$ cat config.mk
export PLATFORM = sky130hd
export DESIGN_NAME = reset_release_sequencer
export DESIGN_NICKNAME = d
export VERILOG_FILES = /design/src/rtl/reset_release_sequencer.sv
export SDC_FILE = /design/constraint.sdc
export NUM_CORES = 1
export LEC_CHECK = 0
export CORE_MARGIN = 5
export CORE_UTILIZATION = 61
export DETAILED_ROUTE_END_ITERATION = 6
export PLACE_DENSITY_LB_ADDON = 0.1
export SYNTH_ARGS = -nofsm -noshare
export SYNTH_HDL_FRONTEND = slang
export SYNTH_SLANG_ARGS = --single-unit
$ cat constraint.sdc
create_clock -name clk -period 3 [get_ports clk]
set_clock_uncertainty 0.1 [all_clocks]
set_input_delay 0.75 -clock clk [delete_from_list [all_inputs] [get_ports clk]]
set_output_delay 0.75 -clock clk [all_outputs]
set_load 0.03 [all_outputs]
$ cat src/rtl/reset_release_sequencer.sv
// -----------------------------------------------------------------------------
// reset_release_sequencer
//
// Turns the device init-done indication into a set of staggered channel resets.
// The active-low, asynchronous ninit_done is synchronised into clk. After
// configuration completes, every channel is held in reset for HOLD_CYCLES. The
// channels are then released one by one in index order, STAGGER_CYCLES apart.
// In RUN, each channel can be pulsed back into reset by its soft-reset request.
// Losing init-done in any state re-asserts every channel reset.
//
// Ports:
//   clk           single clock for all logic
//   rst           synchronous, active-high reset
//   ninit_done    active-low device init-done, asynchronous to clk
//   chan_rst_req  per-channel soft-reset request, level-sampled every cycle
//   chan_rst      active-high channel resets (registered)
//   all_released  high in RUN while no channel reset is asserted (registered)
//   seq_state     FSM state: 0 WAIT_INIT, 1 HOLD, 2 RELEASE, 3 RUN
// -----------------------------------------------------------------------------
module reset_release_sequencer #(
    parameter int NUM_CHAN       = 2,
    parameter int SYNC_STAGES    = 3,
    parameter int HOLD_CYCLES    = 16,
    parameter int STAGGER_CYCLES = 8
) (
    input  logic                clk,
    input  logic                rst,
    input  logic                ninit_done,
    input  logic [NUM_CHAN-1:0] chan_rst_req,
    output logic [NUM_CHAN-1:0] chan_rst,
    output logic                all_released,
    output logic [1:0]          seq_state
);

    localparam int MAX_CYC = (HOLD_CYCLES > STAGGER_CYCLES) ? HOLD_CYCLES : STAGGER_CYCLES;
    localparam int CW      = $clog2(MAX_CYC) + 1;
    localparam int IW      = (NUM_CHAN > 1) ? $clog2(NUM_CHAN) : 1;

    localparam logic [CW-1:0] HOLD_LAST = CW'(HOLD_CYCLES - 1);
    localparam logic [CW-1:0] STAG_LAST = CW'(STAGGER_CYCLES - 1);
    localparam logic [CW-1:0] HOLD_LOAD = CW'(HOLD_CYCLES);
    localparam logic [IW-1:0] LAST_IDX  = IW'(NUM_CHAN - 1);

    typedef enum logic [1:0] {
        WAIT_INIT = 2'd0,
        HOLD      = 2'd1,
        RELEASE   = 2'd2,
        RUN       = 2'd3
    } state_t;

    // -------------------------------------------------------------------------
    // ninit_done synchroniser. The flops reset to 1 ("not done"), so a reset
    // never produces a spurious init_ok.
    // -------------------------------------------------------------------------
    logic [SYNC_STAGES-1:0] sync_reg;
    logic                   init_ok;

    always_ff @(posedge clk) begin
        if (rst) begin
            sync_reg <= '1;
        end else begin
            sync_reg <= {sync_reg[SYNC_STAGES-2:0], ninit_done};
        end
    end

    assign init_ok = ~sync_reg[SYNC_STAGES-1];

    // -------------------------------------------------------------------------
    // Sequencer state
    // -------------------------------------------------------------------------
    state_t              state_reg, state_next;
    logic [CW-1:0]       seq_cnt_reg, seq_cnt_next;
    logic [IW-1:0]       rel_idx_reg, rel_idx_next;   // next channel to release
    logic [NUM_CHAN-1:0] release_mask;                // channels released this edge
    logic [NUM_CHAN-1:0] chan_rst_reg, chan_rst_next;
    logic                all_released_reg, all_released_next;
    logic                soft_en;

    always_comb begin
        state_next   = state_reg;
        seq_cnt_next = seq_cnt_reg;
        rel_idx_next = rel_idx_reg;
        release_mask = '0;

        case (state_reg)
            WAIT_INIT: begin
                seq_cnt_next = '0;
                rel_idx_next = '0;
                if (init_ok) begin
                    state_next = HOLD;
                end
            end

            HOLD: begin
                if (seq_cnt_reg == HOLD_LAST) begin
                    // Channel 0 always leaves reset together with the HOLD exit.
                    seq_cnt_next    = '0;
                    release_mask[0] = 1'b1;
                    if (NUM_CHAN == 1) begin
                        state_next = RUN;
                    end else begin
                        state_next   = RELEASE;
                        rel_idx_next = IW'(1);
                    end
                end else begin
                    seq_cnt_next = seq_cnt_reg + CW'(1);
                end
            end

            RELEASE: begin
                if (seq_cnt_reg == STAG_LAST) begin
                    seq_cnt_next = '0;
                    for (int i = 0; i < NUM_CHAN; i++) begin
                        if (rel_idx_reg == IW'(i)) begin
                            release_mask[i] = 1'b1;
                        end
                    end
                    if (rel_idx_reg == LAST_IDX) begin
                        state_next = RUN;
                    end else begin
                        rel_idx_next = rel_idx_reg + IW'(1);
                    end
                end else begin
                    seq_cnt_next = seq_cnt_reg + CW'(1);
                end
            end

            RUN: begin
                seq_cnt_next = '0;
            end

            default: begin
                state_next = WAIT_INIT;
            end
        endcase

        // Loss of init-done overrides every other transition.
        if ((state_reg != WAIT_INIT) && !init_ok) begin
            state_next   = WAIT_INIT;
            seq_cnt_next = '0;
            rel_idx_next = '0;
            release_mask = '0;
        end
    end

    // Soft resets are only serviced while staying in RUN; a request on the edge
    // that enters RUN is still in RELEASE/HOLD and is ignored.
    assign soft_en = (state_reg == RUN) && (state_next == RUN);

    // -------------------------------------------------------------------------
    // Per-channel reset bit and soft-reset pulse counter
    // -------------------------------------------------------------------------
    generate
        for (genvar gi = 0; gi < NUM_CHAN; gi++) begin : g_chan
            logic [CW-1:0] soft_cnt_reg, soft_cnt_next;
            logic          rst_bit_next;

            always_comb begin
                soft_cnt_next = soft_cnt_reg;
                rst_bit_next  = chan_rst_reg[gi];
                if (state_next == WAIT_INIT) begin
                    rst_bit_next  = 1'b1;
                    soft_cnt_next = '0;
                end else if (soft_en) begin
                    if (chan_rst_req[gi]) begin
                        // A new request (re)starts a full-length pulse.
                        rst_bit_next  = 1'b1;
                        soft_cnt_next = HOLD_LOAD;
                    end else if (soft_cnt_reg != '0) begin
                        soft_cnt_next = soft_cnt_reg - CW'(1);
                        if (soft_cnt_reg == CW'(1)) begin
                            rst_bit_next = 1'b0;
                        end
                    end
                end else if (release_mask[gi]) begin
                    rst_bit_next = 1'b0;
                end
            end

            assign chan_rst_next[gi] = rst_bit_next;

            always_ff @(posedge clk) begin
                if (rst) begin
                    soft_cnt_reg <= '0;
                end else begin
                    soft_cnt_reg <= soft_cnt_next;
                end
            end
        end
    endgenerate

    assign all_released_next = (state_next == RUN) && (chan_rst_next == '0);

    always_ff @(posedge clk) begin
        if (rst) begin
            state_reg        <= WAIT_INIT;
            seq_cnt_reg      <= '0;
            rel_idx_reg      <= '0;
            chan_rst_reg     <= '1;
            all_released_reg <= 1'b0;
        end else begin
            state_reg        <= state_next;
            seq_cnt_reg      <= seq_cnt_next;
            rel_idx_reg      <= rel_idx_next;
            chan_rst_reg     <= chan_rst_next;
            all_released_reg <= all_released_next;
        end
    end

    assign chan_rst     = chan_rst_reg;
    assign all_released = all_released_reg;
    assign seq_state    = state_reg;

endmodule

# Yosys cells after proc, flatten, opt, wreduce, memory -nomap -nowiden
# Index checks and enable logic that the tools add are counted.
[op_classes] n_addsub=4 eq_ne=10 n_mux=36 n_reduce_logical=18
[op_table] operator="$mux 5" count=6
[op_table] operator="$mux 1" count=19
[op_table] operator="$pmux 5 s3" count=1
[op_table] operator="$mux 2" count=7
[op_table] operator="$eq 5x1->1 const B" count=2
[op_table] operator="$reduce_bool 5->1" count=2
[op_table] operator="$sub 5x1->5 const B" count=2
[op_table] operator="$eq 2x2->1 const B" count=3
[op_table] operator="$logic_not 2->1" count=3
[op_table] operator="$pmux 2 s3" count=1
[op_table] operator="$reduce_bool 2->1" count=3
[op_table] operator="$reduce_or 2->1" count=3
[op_table] operator="$add 5x1->5 const B" count=1
[op_table] operator="$eq 5x3->1 const B" count=1
[op_table] operator="$eq 5x4->1 const B" count=1
[op_table] operator="$ne 2x2->1 const B" count=2
[op_table] operator="$reduce_and 2->1" count=2
[op_table] operator="$logic_and 1x1->1" count=3
[op_table] operator="$pmux 1 s3" count=1
[op_table] operator="$reduce_and 3->1" count=1
[op_table] operator="$reduce_bool 3->1" count=1
[op_table] operator="$eq 2x1->1 const B" count=1
[op_table] operator="$pmux 1 s2" count=1
[op_table] operator="$add 1x1->1 const B" count=1
[totals] reg_bits=24 in_bits=5 out_inout_bits=5 word_cells=76

# Depth between registers and ports, before layout
[depth] depth_word=10 mapped_depth=8

# Least setup slack after synthesis
# No wires, ideal clock.
[synth_timing] kind="reg2reg" from="reg state_reg[1], in the netlist seq_state[1]" to="reg g_chan[0].soft_cnt_reg[3]" arrival_ns=1.905 t_required_ns=2.786 setup_slack_ns=0.881 stages_incl_launch_ff=9 n_path_buf=1 period_less_slack_ns=2.119 path_cell_list="dfxtp_1 > inv_1 > ha_1 > buf_2 > and2b_1 > o21ai_1 > a41o_1 > a21o_1 > nor2_1"
[synth_between] elab_chain_len=7 elab_cells_between_ends=17 cone_classes="eq/ne: 4; mux: 6; reduce/logical: 7"
[synth_rtl] element="from (decl)" line="71" source="state_t state_reg, state_next;"
[synth_rtl] element="from (signal assigned)" line="202" source="state_reg <= state_next;"
[synth_rtl] element="$mux 2" line="118" source="if (rel_idx_reg == LAST_IDX) begin"
[synth_rtl] element="$mux 2" line="111" source="if (seq_cnt_reg == STAG_LAST) begin"
[synth_rtl] element="$pmux 2 s3" line="85" source="case (state_reg)"
[synth_rtl] element="$mux 2" line="138" source="if ((state_reg != WAIT_INIT) && !init_ok) begin"
[synth_rtl] element="$eq 2x2->1" line="148" source="assign soft_en = (state_reg == RUN) && (state_next == RUN);"
[synth_rtl] element="$logic_and 1x1->1" line="148"
[synth_rtl] element="$reduce_and 2->1 (no line)"
[synth_rtl] element="to (signal assigned)" line="186" source="soft_cnt_reg <= soft_cnt_next;"
[synth_rtl] element="to (decl)" line="155" source="logic [CW-1:0] soft_cnt_reg, soft_cnt_next;"
# Parallel ways exist; a longest one is shown, timed or not.
# A chain may end at the register's enable or synchronous reset.

# Worst setup path after layout
[layout_timing] from="reg state_reg[0], in the netlist seq_state[0]" to="out seq_state[0]"
[layout_lines] element="to (decl)" line="32" source="output logic [1:0] seq_state"
# No word-level cell between the ends.

==> flow_summary.yaml <==
route:
  drt-pass1-iter-count: 4
  drt_iter0_markers: 39
  via_count: 1078
  drt_wl_total_um: 2490
  ant_nets: 0
  vias_per_cell: 5.56
  wl_per_cell_um: 12.8
  remaining_drc_errors: 0
timing:
  whs_ns: 0.330
  fin_tns_setup_ns: 0
  rsz0062_at_grt: "false"
  worst_pin_slew_ns: 0.454
  worst_slack_ns: 0.595
  drv_slew: 0
  max_freq_mhz: 416
  min_period_over_period_pct: 80.2
  timing.slew.headroom_pct: 69.8
  hold_viol_final: 0
  setup_viol: 0
  min_period_ns: 2.41
place:
  place_congestion: 0.863
  place_ws_ns: 0.597
  portBuffers: 9
  hpwl_um: 1960
clock_network:
  postCtsResizedCells: 0
  cts_hold_buffers: 0
  h-tree-depth: 1
  cts_tree: "yes"
  path_clk_slew_ns: 0.13
  clk_path_buf_depth: 2
  tritoncts_num_sinks: 24
  cts_made_buffers: 3
  cts.root.buffer_cell: "clkbuf_4"
  clk_latency_ns: 0.31
  cts_setup_buffers: 0
cells_and_area:
  largest_reg_flops: 10
  nNetsFinal: 187
  fin_util_pct: 73.0
  drive_gt1_share_pct: 7.19
  antenna-diode-count: 0
  syn2layout_area_growth_pct: 11.4
  mostFrequentLayoutCells: "nor2_1, dfxtp_1, ha_1"
  layout.cells.most_common: "nor2_1"
worst_setup_path:
  critPathTopFamily: "buffers and inverters"
  start_kind: "register"
  end_kind: "output port"
  cp.arrival_ns: 1.56
  crit_cells: 1
  critical_path_required_ns: 2.15
  crit_path_max_incr_delay_ns: 0.73
  cp_cell_sequence: "clkdlybuf4s50_1"
  crit_fanout: 8
  cp_num_buf_inv: 1
  worstSetupPathType: "register to output port"
  rr_worst_depth: 8
  crit_slowest_cell: "clkdlybuf4s50_1"
floorplan:
  initial_core_util_pct: 65.5
  coreArea_mm2: 0.00202
  dieArea_mm2: 0.00320
  die_h_um: 56.6
  ios: 10
  rows: 16
  die_w_um: 56.6
global_routing:
  antenna_found_initial: 0
  grt_pass1_vias: 1086
  gr-total-overflow: 0
  grt_max_degree: 14
  grt_pass1_wl_um: 4370
  grt_usage_pct: 16.7
hold_path:
  hold_depth: 1
  hold_class: "register to register"
synth:
  synth_cells: 156
  netlist_area_mm2: 0.00132
  synth_ff_type: "dfxtp_1"
  synth-edff-count: 0
  yosysUniqueCellTypes: 42
  synth_seq_area_share_pct: 36.3
  ys_warn_count: 0
  async_reset_ff_share_pct: 0
  avgSynthCellArea_um2: 8.49
  ys_ff_latch: 24
  synth_fp_nets: 175
power:
  pwr_density_cell_mw_per_mm2: 355
  power_frac_comb_pct: 6.0
  p_sw_share_pct: 21.9
  p_int_uw: 409
  p_leak_uw: 0.000567
  clockPowerShare_pct: 32.2
  total_power_uw: 524
  ir_drop_mv: 0.395
  pwr-share-seq_pct: 61.8
  p_switching_uw: 115
job:
  drv_cap: 0
run_status:
  status: "finished clean"
[cell families after synthesis]
logic type | synth area share, %
AO/OA/AOI/OAI | 14.1
XOR/XNOR | 3.97
adder cells (fa/ha/maj) | 13.2
buffers and inverters | 4.06
flip-flops | 36.3
multiplexers | 0.756
AND/OR/NAND/NOR | 27.6
[layer usage]
metal / GRT usage [%] / vias up / wire length (µm)
li1: - / 561 / -
met1: 18.8 / 483 / 1120
met2: 31.5 / 32 / 1210
met3: 4.36 / 2 / 139
met4: 2.37 / 0 / 10
met5: 0 / - / 0
[per-stage QoR]
step | area [µm²] | std cells
floorplan | 1320 | 156
global placement | 1440 | 190
detailed placement | 1440 | 190
CTS | 1480 | 194
global route | 1480 | 194
finish | 1480 | 194
[path summary, 6_finish.rpt]
path	endpoint	slack (ns)	startpoint
worst max-delay path	seq_state[0]	0.59	seq_state[0]
worst min-delay path	sync_reg[2]	0.33	sync_reg[1]
worst max register to register	g_chan[0].soft_cnt_reg[3]	0.77	seq_cnt_reg[0]
worst min register to register	sync_reg[2]	0.33	sync_reg[1]
[Yosys cell counts (2+ instances only)]
library cell / n / area (µm²)
a21oi_1: 12 / 60.1
a31oi_1: 2 / 12.5
and3_1: 2 / 12.5
dfxtp_1: 24 / 480
ha_1: 14 / 175
inv_1: 12 / 45.0
nand2_1: 8 / 30.0
nand2b_1: 3 / 18.8
nand3_1: 5 / 25.0
nor2_1: 25 / 93.8
nor3_1: 5 / 25.0
nor3b_1: 4 / 30.0
o21ai_0: 4 / 20.0
or2_2: 3 / 18.8
or3_1: 2 / 12.5
xnor2_1: 3 / 26.3
xor2_1: 3 / 26.3
[layout make-up]
class                      count  area, µm²
sequential                    24        480
tap                           27       33.8
multi-input combinational    118        790
fill                         178        547
clock buffer                   4       36.3
inverter                      12       45.0
timing repair buffer           9       90.1
[power by group through the flow]
stage	logic (µW)	registers [µW]	clock network [µW]
floorplan	19.0	331	0
global placement	30.7	331	0
detailed placement	31.4	331	0
CTS	31.6	324	173
global route	35.3	325	184
finish	31.7	324	169
Note: power is estimated with default switching activity, not from simulation.
